===== config.mk =====
export PLATFORM = sky130hd
export DESIGN_NAME = pass_entry_ctrl
export DESIGN_NICKNAME = d
export VERILOG_FILES = /design/src/rtl/pass_entry_ctrl.sv
export SDC_FILE = /design/constraint.sdc
export NUM_CORES = 1
export LEC_CHECK = 0
export ABC_AREA = 1
export BUFFER_PORTS_ARGS = -buffer_cell sky130_fd_sc_hd__buf_2
export CELL_PAD_IN_SITES_DETAIL_PLACEMENT = 0
export CELL_PAD_IN_SITES_GLOBAL_PLACEMENT = 2
export CORE_AREA = 4 4 72 74
export DETAILED_ROUTE_END_ITERATION = 12
export DIE_AREA = 0 0 76 78
export PLACE_DENSITY = 0.87
export SLEW_MARGIN = 20
export SYNTH_ARGS = -nofsm -noshare
export SYNTH_HDL_FRONTEND = slang
export SYNTH_SLANG_ARGS = --single-unit

===== constraint.sdc =====
create_clock -name clk -period 3.3 [get_ports clk]
set_input_delay 0.66 -clock clk [delete_from_list [all_inputs] [get_ports clk]]
set_output_delay 0.66 -clock clk [all_outputs]
set_load 0.005 [all_outputs]

===== src/rtl/pass_entry_ctrl.sv =====
`default_nettype none
// ============================================================================
//  Module   : pass_entry_ctrl
//  Purpose  : Keypad passcode entry FSM: assembles a 4-bit code from bit keys
//             and hands it to the downstream attempt counter on submit.
//  Revision : 1.0  initial release
// ============================================================================
module pass_entry_ctrl #(
    parameter int TIMEOUT  = 1000,
    parameter int HOLD_CYC = 2
) (
    input  logic       clk,
    input  logic       rstn,
    input  logic       key_valid,
    input  logic [3:0] key_code,
    input  logic       lockout,
    output logic [3:0] passin,
    output logic       enter,
    output logic [2:0] nbits,
    output logic       entry_err,
    output logic       timeout
);

    localparam int c_ICNT_W = (TIMEOUT > 2) ? $clog2(TIMEOUT) : 1;
    localparam int c_HOLD_N = (HOLD_CYC > 1) ? HOLD_CYC : 1;
    localparam int c_HCNT_W = (c_HOLD_N > 2) ? $clog2(c_HOLD_N) : 1;
    localparam logic [c_ICNT_W-1:0] c_ICNT_LAST = c_ICNT_W'(TIMEOUT - 1);
    localparam logic [c_HCNT_W-1:0] c_HCNT_LAST = c_HCNT_W'(c_HOLD_N - 1);

    typedef enum logic [2:0] {
        S_IDLE    = 3'd0,
        S_COLLECT = 3'd1,
        S_READY   = 3'd2,
        S_HOLD    = 3'd3,
        S_LOCK    = 3'd4
    } state_t;

    state_t                r_state, w_state_nx;
    logic [3:0]            r_sr, w_sr_nx;
    logic [2:0]            r_nbits, w_nbits_nx;
    logic [3:0]            r_passin, w_passin_nx;
    logic                  r_enter, w_enter_nx;
    logic                  r_err, w_err_nx;
    logic                  r_to, w_to_nx;
    logic [c_ICNT_W-1:0]   r_icnt, w_icnt_nx, w_icnt_inc;
    logic [c_HCNT_W-1:0]   r_hcnt, w_hcnt_nx;

    logic w_is_bit, w_is_clr, w_is_sub, w_is_bad, w_expire;

    assign w_is_bit = key_valid && (key_code[3:1] == 3'b000);
    assign w_is_clr = key_valid && (key_code == 4'hA);
    assign w_is_sub = key_valid && (key_code == 4'hB);
    assign w_is_bad = key_valid && !(w_is_bit || w_is_clr || w_is_sub);
    // A key in the expiry cycle takes precedence over the timeout.
    assign w_expire = !key_valid && (r_icnt == c_ICNT_LAST);

    assign w_icnt_inc = key_valid ? '0 :
                        (r_icnt == c_ICNT_LAST) ? r_icnt : r_icnt + c_ICNT_W'(1);

    always_comb begin
        w_state_nx  = r_state;
        w_sr_nx     = r_sr;
        w_nbits_nx  = r_nbits;
        w_passin_nx = r_passin;
        w_enter_nx  = 1'b0;
        w_err_nx    = 1'b0;
        w_to_nx     = 1'b0;
        w_icnt_nx   = '0;
        w_hcnt_nx   = '0;

        if (lockout && (r_state != S_HOLD)) begin
            w_state_nx = S_LOCK;
            w_sr_nx    = '0;
            w_nbits_nx = '0;
        end else begin
            case (r_state)
                S_IDLE: begin
                    if (w_is_bit) begin
                        w_state_nx = S_COLLECT;
                        w_sr_nx    = {r_sr[2:0], key_code[0]};
                        w_nbits_nx = 3'd1;
                    end else if (w_is_bad) begin
                        w_err_nx = 1'b1;
                    end
                end
                S_COLLECT: begin
                    w_icnt_nx = w_icnt_inc;
                    if (w_is_bit) begin
                        w_sr_nx    = {r_sr[2:0], key_code[0]};
                        w_nbits_nx = r_nbits + 3'd1;
                        if (r_nbits == 3'd3) begin
                            w_state_nx = S_READY;
                        end
                    end else if (w_is_clr) begin
                        w_state_nx = S_IDLE;
                        w_sr_nx    = '0;
                        w_nbits_nx = '0;
                    end else if (w_is_sub || w_is_bad) begin
                        w_err_nx   = 1'b1;
                        w_state_nx = S_IDLE;
                        w_sr_nx    = '0;
                        w_nbits_nx = '0;
                    end else if (w_expire) begin
                        w_to_nx    = 1'b1;
                        w_state_nx = S_IDLE;
                        w_sr_nx    = '0;
                        w_nbits_nx = '0;
                    end
                end
                S_READY: begin
                    w_icnt_nx = w_icnt_inc;
                    if (w_is_clr) begin
                        w_state_nx = S_IDLE;
                        w_sr_nx    = '0;
                        w_nbits_nx = '0;
                    end else if (w_is_bad) begin
                        w_err_nx = 1'b1;
                    end else if (w_is_sub) begin
                        w_passin_nx = r_sr;
                        w_enter_nx  = 1'b1;
                        w_state_nx  = S_HOLD;
                    end else if (w_expire) begin
                        w_to_nx    = 1'b1;
                        w_state_nx = S_IDLE;
                        w_sr_nx    = '0;
                        w_nbits_nx = '0;
                    end
                end
                S_HOLD: begin
                    if (r_hcnt == c_HCNT_LAST) begin
                        w_state_nx = lockout ? S_LOCK : S_IDLE;
                        w_sr_nx    = '0;
                        w_nbits_nx = '0;
                    end else begin
                        w_hcnt_nx = r_hcnt + c_HCNT_W'(1);
                    end
                end
                S_LOCK: begin
                    w_state_nx = S_IDLE;
                end
                default: begin
                    w_state_nx = S_IDLE;
                    w_sr_nx    = '0;
                    w_nbits_nx = '0;
                end
            endcase
        end

        if ((w_state_nx != S_COLLECT) && (w_state_nx != S_READY)) begin
            w_icnt_nx = '0;
        end
    end

    always_ff @(posedge clk or negedge rstn) begin
        if (!rstn) begin
            r_state  <= S_IDLE;
            r_sr     <= '0;
            r_nbits  <= '0;
            r_passin <= '0;
            r_enter  <= 1'b0;
            r_err    <= 1'b0;
            r_to     <= 1'b0;
            r_icnt   <= '0;
            r_hcnt   <= '0;
        end else begin
            r_state  <= w_state_nx;
            r_sr     <= w_sr_nx;
            r_nbits  <= w_nbits_nx;
            r_passin <= w_passin_nx;
            r_enter  <= w_enter_nx;
            r_err    <= w_err_nx;
            r_to     <= w_to_nx;
            r_icnt   <= w_icnt_nx;
            r_hcnt   <= w_hcnt_nx;
        end
    end

    assign passin    = r_passin;
    assign enter     = r_enter;
    assign nbits     = r_nbits;
    assign entry_err = r_err;
    assign timeout   = r_to;

endmodule
`default_nettype wire

After elaboration in Yosys (flattened, before gate mapping)
Cells that the tools add are included.
{"block": "word_totals", "register_bits": 28, "in_bits": 8, "output_inout_bits": 10, "wordCells": 114}
{"block": "op_classes", "n_addsub": 3, "eq_ne": 17, "muxes": 65, "bitwise_logic": 3, "reduce_logical": 17}
{"cell": "2-to-1 mux 3 bit", "count": 22}
{"cell": "2-to-1 mux 10 bit", "count": 5}
{"cell": "2-to-1 mux 4 bit", "count": 10}
{"cell": "2-to-1 mux 1 bit", "count": 23}
{"cell": "case mux 4 bit (5 select lines)", "count": 1}
{"cell": "case mux 3 bit (5 select lines)", "count": 1}
{"cell": "case mux 3 bit (4 select lines)", "count": 1}
{"cell": "adder 10 x 1 -> 10 bit, second input constant", "count": 1}
{"cell": "equality test 10 bit, second input constant", "count": 1}
{"cell": "AND reduction 5 bit", "count": 2}
{"cell": "equality test 3 x 2 -> 1 bit, second input constant", "count": 3}
{"cell": "equality test 4 bit, second input constant", "count": 2}
{"cell": "!= test 4 bit, second input constant", "count": 2}
{"cell": "logical AND 1 bit", "count": 7}
{"cell": "logical NOT 3 bit", "count": 2}
{"cell": "!= test 3 x 2 -> 1 bit, second input constant", "count": 2}
{"cell": "!= test 3 bit, second input constant", "count": 2}
{"cell": "!= test 5 x 3 -> 1 bit, second input constant", "count": 1}
{"cell": "adder 3 x 1 -> 3 bit, second input constant", "count": 1}
{"cell": "equality test 3 x 1 -> 1 bit, second input constant", "count": 1}
{"cell": "equality test 3 bit, second input constant", "count": 1}
{"cell": "logical OR 1 bit", "count": 3}
{"cell": "!= test 3 x 1 -> 1 bit, second input constant", "count": 1}
{"cell": "inverter 1 bit", "count": 3}
{"cell": "6 further kinds", "count": 7}

Logic depth before layout (Yosys ltp)
{"block": "logic_depth", "ltp_word": 15, "ltp_mapped": 12, "mapped_depth_nobuf": 12}

Least setup slack after synthesis
No wires, ideal clock.
{"block": "synth_timing", "path_kind": "input port to flip-flop", "startpoint": "input port key_valid", "endpoint": "register r_sr[0]", "setup_ns": 0.117, "t_arrival_ns": 1.482, "required_ns": 3.183, "setup_slack_ns": 1.702, "stages": 11, "path_buffers": 1, "cell_sequence": "buf_6 nor2_1 nand3b_1 nor2_1 inv_1 nand3_2 nand2_2 nand2_1 nand2_1 nand2_1 nand2_1"}
{"block": "synth_between", "elab_chain_len": 11, "word_cells_on_any_way": 23, "classes_between": "eq/ne: 3; mux: 9; reduce/logical: 11"}
{"element": "start, declared", "line": "14", "source": "input logic key_valid,"}
{"element": "logical AND 1 bit (on tied branches)", "line": "50, 51"}
{"element": "logical OR 1 bit (2 in a row)", "line": "53", "source": "assign w_is_bad = key_valid && !(w_is_bit || w_is_clr || w_is_sub);"}
{"element": "logical NOT 1 bit", "line": "53"}
{"element": "logical AND 1 bit", "line": "53"}
{"element": "logical OR 1 bit", "line": "98", "source": "end else if (w_is_sub || w_is_bad) begin"}
{"element": "2-to-1 mux 4 bit", "line": "98"}
{"element": "2-to-1 mux 4 bit", "line": "94", "source": "end else if (w_is_clr) begin"}
{"element": "2-to-1 mux 4 bit", "line": "88", "source": "if (w_is_bit) begin"}
{"element": "case mux 4 bit (5 select lines)", "line": "76", "source": "case (r_state)"}
{"element": "2-to-1 mux 4 bit", "line": "71", "source": "if (lockout && (r_state != S_HOLD)) begin"}
{"element": "end signal, assigned", "line": "167", "source": "r_sr <= w_sr_nx;"}
{"element": "end, declared", "line": "39", "source": "logic [3:0] r_sr, w_sr_nx;"}
Several ways; a longest one is shown, not always the timed one. The select of a mux whose other input is x is not followed.
A chain may end at the register's enable or synchronous reset.

Worst setup path after layout
{"block": "layout_timing", "startpoint": "register r_icnt[0]", "endpoint": "register r_sr[2]"}
{"block": "layout_between", "elab_chain_len": 8, "word_cells_on_any_way": 11, "classes_between": "eq/ne: 1; mux: 9; reduce/logical: 1"}
{"element": "start, declared", "line": "45", "source": "logic [c_ICNT_W-1:0] r_icnt, w_icnt_nx, w_icnt_inc;"}
{"element": "start signal, assigned", "line": "173", "source": "r_icnt <= w_icnt_nx;"}
{"element": "equality test 10 bit (*)", "line": "55", "source": "assign w_expire = !key_valid && (r_icnt == c_ICNT_LAST);"}
{"element": "logical AND 1 bit (*)", "line": "55"}
{"element": "2-to-1 mux 4 bit (*)"}
{"element": "2-to-1 mux 4 bit (on tied branches) (3 in a row)"}
{"element": "case mux 4 bit (5 select lines) (*)"}
{"element": "2-to-1 mux 4 bit (*)"}
Mark *: on every way between the ends. The rest lies on a longest branch, timed or not. The select of a mux whose other input is x is not followed.

==> flow_metrics.py <==
metrics = {
    "outcome": {
        "outcome": "finished clean",
    },
    "finish": {
        "syn_to_final_growth_pct": 12.8,
        "finish.instance_area_sq_um": 1870,
        "drive_above_1_share_pct": 26.8,
        "area_occupied_by_multi_input_gates_sq_um": 830,
        "fillerInstances": 477,
        "finish.cell_count_without_fillers": 282,
        "num-nets-final": 240,
        "antenna-diode-count": 0,
        "final_core_util_pct": 40.7,
        "sequential_cell_area_sq_um": 701,
    },
    "worst_setup_path": {
        "crit_fanout": 5,
        "critical_path.slowest_cell": "sky130_fd_sc_hd__dfrtp_1",
        "worst-setup-path-type": "reg2reg",
        "worst_r2r_path_depth": 12,
        "crit_top_cell": "sky130_fd_sc_hd__nand2_1",
        "worst_path_dominant_cell_family": "simple AND/OR/NAND/NOR gates",
        "startpoint_type": "flop",
        "worst_r2r_end": "r_sr[2]",
        "crit_path_buf_inv_count": 2,
        "worstSetupStartpoint": "r_icnt[0]",
        "largest_stage_delay_on_the_critical_path_ns": 0.43,
        "path_cells": "ha_1, nand2_1, inv_1, nand3b_1, nor2_1, inv_1, nand3_2, nand2_2, nand2_1, nand2_1, nand2_1, nand2_1",
        "worst-r2r-setup-slack_ns": 1.58,
        "crit_path_end_kind": "flop",
        "worst_r2r_startpoint": "r_icnt[0]",
        "cp.required_ns": 3.48,
        "crit_arrival_ns": 1.90,
    },
    "clock_network": {
        "cts_made_buffers": 3,
        "htree_levels": 1,
        "tritoncts": "yes",
        "ctsLongestPathBuffers": 2,
        "number_of_buffers_added_for_setup_after_cts": 0,
        "worst_setup_hold_path_clk_slew_ns": 0.10,
        "number_of_instances_resized_during_post_cts_repair": 0,
        "tritoncts_num_sinks": 28,
        "clkLatencyLatePin_ns": 0.27,
        "ctsRootBufferMaster": "sky130_fd_sc_hd__clkbuf_8",
        "cts-hold-fix-buffers": 0,
    },
    "timing": {
        "achievable_frequency_ghz": 0.581,
        "final.setup.worst_slack_ns": 1.58,
        "final-max-slew-violation-count": 0,
        "max_slew_margin_pct": 57.3,
        "setup_violations": 0,
        "setup_total_negative_slack_ns": 0,
        "worst_hold_slack_ns": 0.396,
        "clock_skew_ns": 0.00381,
        "final_hold_viol_count": 0,
        "finalCritPeriodShare_pct": 52.2,
        "grt_setup_unrepaired": "no",
        "layout_min_cycle_time_ns": 1.72,
        "worst-slew-pin-transition_ns": 0.641,
    },
    "global_routing": {
        "largest_net_degree_at_the_start_of_global_routing": 29,
        "wire_length_of_the_first_global_routing_pass_mm": 6.64,
        "gr-total-overflow": 0,
        "via_count_of_the_first_global_routing_pass": 1412,
        "grt_usage_pct": 13.4,
        "antenna_found_initial": 0,
    },
    "drt": {
        "dr_total_vias": 1339,
        "drt_iter0_markers": 57,
        "wl_per_cell_microns": 12.2,
        "detailedRoute.firstPassIterationCount": 4,
        "viasPerCell": 4.75,
        "route.antenna.remaining_nets": 0,
        "route.final.wire_length_mm": 3.45,
        "drc": 0,
    },
    "logic_synthesis": {
        "synth_ff_type": "sky130_fd_sc_hd__dfrtp_1",
        "netlist_instances": 208,
        "synth_area_sq_um": 1660,
        "postSynth.asyncResetShare_pct": 100,
        "synth_seq_area_share_pct": 42.3,
        "postSynthRegisterBits": 28,
        "ys.warnings.count": 0,
        "synth_edf_count": 0,
        "synth_area_per_cell_sq_um": 7.97,
        "yosys.cell_types.count": 30,
        "synth.net_count": 219,
    },
    "floorplanning": {
        "die_area_sq_um": 5930,
        "die_height_microns": 78,
        "initial_core_util_pct": 36.1,
        "num_ports": 18,
        "row_count": 25,
        "core_area_sq_um": 4600,
        "die_w_microns": 76,
    },
    "power": {
        "cell_area_power_density_nw_per_um2": 361,
        "p_total_mw": 0.676,
        "vdd_drop_max_uv": 160,
        "power_leakage_nw": 0.973,
    },
    "placement": {
        "finalWeightedCongestion": 0.813,
        "placed_cell_area_sq_um": 1800,
        "io_buffer_count": 17,
        "place_inst": 278,
        "dp_slack_ns": 1.43,
        "detailed_place_hpwl_mm": 2.72,
    },
    "worst_hold_path": {
        "holdCritPathClass": "in2async",
    },
    "run": {
        "drv.max_cap_violation_count": 0,
    },
}
layout make-up:
cell class,count,share of cell area (%)
well taps,54,3.61
inverters,31,6.22
clock buffers,3,2.21
flip-flops and latches,28,37.5
clock inverters,1,1.61
multi-input cells,148,44.3
repair buffers,17,4.55
sequential cells by signal (all words and copies together) (netlist names):
signal	cells
r_icnt	10
passin	4
r_sr	4
nbits	3
r_state	3
enter	1
entry_err	1
r_hcnt	1
timeout	1
Yosys cell counts, types with 2 or more instances:
library cell / n / area, sq um
sky130_fd_sc_hd__ha_1: 3 / 37.5
sky130_fd_sc_hd__nand3_2: 6 / 60.1
sky130_fd_sc_hd__nor3_2: 2 / 20.0
sky130_fd_sc_hd__nand2_2: 6 / 37.5
sky130_fd_sc_hd__inv_1: 20 / 75.1
sky130_fd_sc_hd__nand2_1: 50 / 188
sky130_fd_sc_hd__nor2_4: 2 / 22.5
sky130_fd_sc_hd__a31oi_1: 4 / 25.0
sky130_fd_sc_hd__nor2_1: 21 / 78.8
sky130_fd_sc_hd__nand2_4: 3 / 33.8
sky130_fd_sc_hd__nand4_1: 7 / 43.8
sky130_fd_sc_hd__nor3_1: 5 / 25.0
sky130_fd_sc_hd__nand3_1: 12 / 60.1
sky130_fd_sc_hd__nand3b_1: 2 / 15.0
sky130_fd_sc_hd__o21ai_0: 3 / 15.0
sky130_fd_sc_hd__inv_2: 11 / 41.3
sky130_fd_sc_hd__a21oi_1: 6 / 30.0
sky130_fd_sc_hd__dfrtp_1: 28 / 701
sky130_fd_sc_hd__nor2_2: 6 / 37.5
kinds of logic after synthesis:
kind of cell | synth area share [%]
and+or+nand+nor | 40.7
DFF | 42.3
xor gates and xnor gates | 1.06
AOI/OAI and AO/OA | 6.04
adders and majority gates | 2.26
buffers and inverters | 7.70
worst register-to-register path, cell delays in order (launching register included):
cell and delay, ns:
sky130_fd_sc_hd__dfrtp_1 0.43, sky130_fd_sc_hd__ha_1 0.20, sky130_fd_sc_hd__nand2_1 0.09, sky130_fd_sc_hd__inv_1 0.10, sky130_fd_sc_hd__nand3b_1 0.08, sky130_fd_sc_hd__nor2_1 0.15, sky130_fd_sc_hd__inv_1 0.11, sky130_fd_sc_hd__nand3_2 0.11
sky130_fd_sc_hd__nand2_2 0.10, sky130_fd_sc_hd__nand2_1 0.08, sky130_fd_sc_hd__nand2_1 0.06, sky130_fd_sc_hd__nand2_1 0.06, sky130_fd_sc_hd__nand2_1 0.05
routing by layer:
metal  up-vias  global-route usage [%]  share of wire (%)
met4         0                    4.27               0.84
met1       611                    18.2                 49
met3         2                    1.74                2.9
met5         -                       0                  0
met2        15                    21.8                 47
li1        711                       -                  -
worst max-delay path by stage:
| stage | cells past startpoint | to | slack (ns) |
|---|---|---|---|
| 6_report | 12 | r_sr[2] | 1.58 |
| 5_1_grt | 12 | r_sr[0] | 1.32 |
| 4_1_cts | 12 | r_sr[2] | 1.58 |
| 3_5_place_dp | 12 | r_sr[2] | 1.43 |
| 3_3_place_gp | 12 | r_sr[0] | 1.41 |
| 2_1_floorplan | 11 | r_sr[0] | 1.70 |
layout by cell type (no fill, tap or decap), drive strengths merged:
cell type,synthesis,final
nor3b,1,1
xor2,1,1
nand2,59,59
dfrtp,28,28
ha,3,3
nand4,7,7
or2,2,2
inv,31,31
xnor2,1,1
a21oi,6,6
a21boi,1,1
nor4,1,1
o21ai,4,4
nor2,30,30
bufinv,0,1
buf,1,17
nand3,18,18
o22ai,1,1
nand3b,2,2
nor3,7,7
a31oi,4,4
clkbuf,0,3
power by group:
group / total [mW] / switching, mW / leakage, nW / internal, mW
Combinational: 0.0526 / 0.0370 / 0.549 / 0.0156
Clock: 0.276 / 0.113 / 0.0357 / 0.162
Sequential: 0.347 / 0.00220 / 0.388 / 0.345
Total: 0.676 / 0.153 / 0.973 / 0.523
Note: power is estimated with default switching activity, not from simulation.
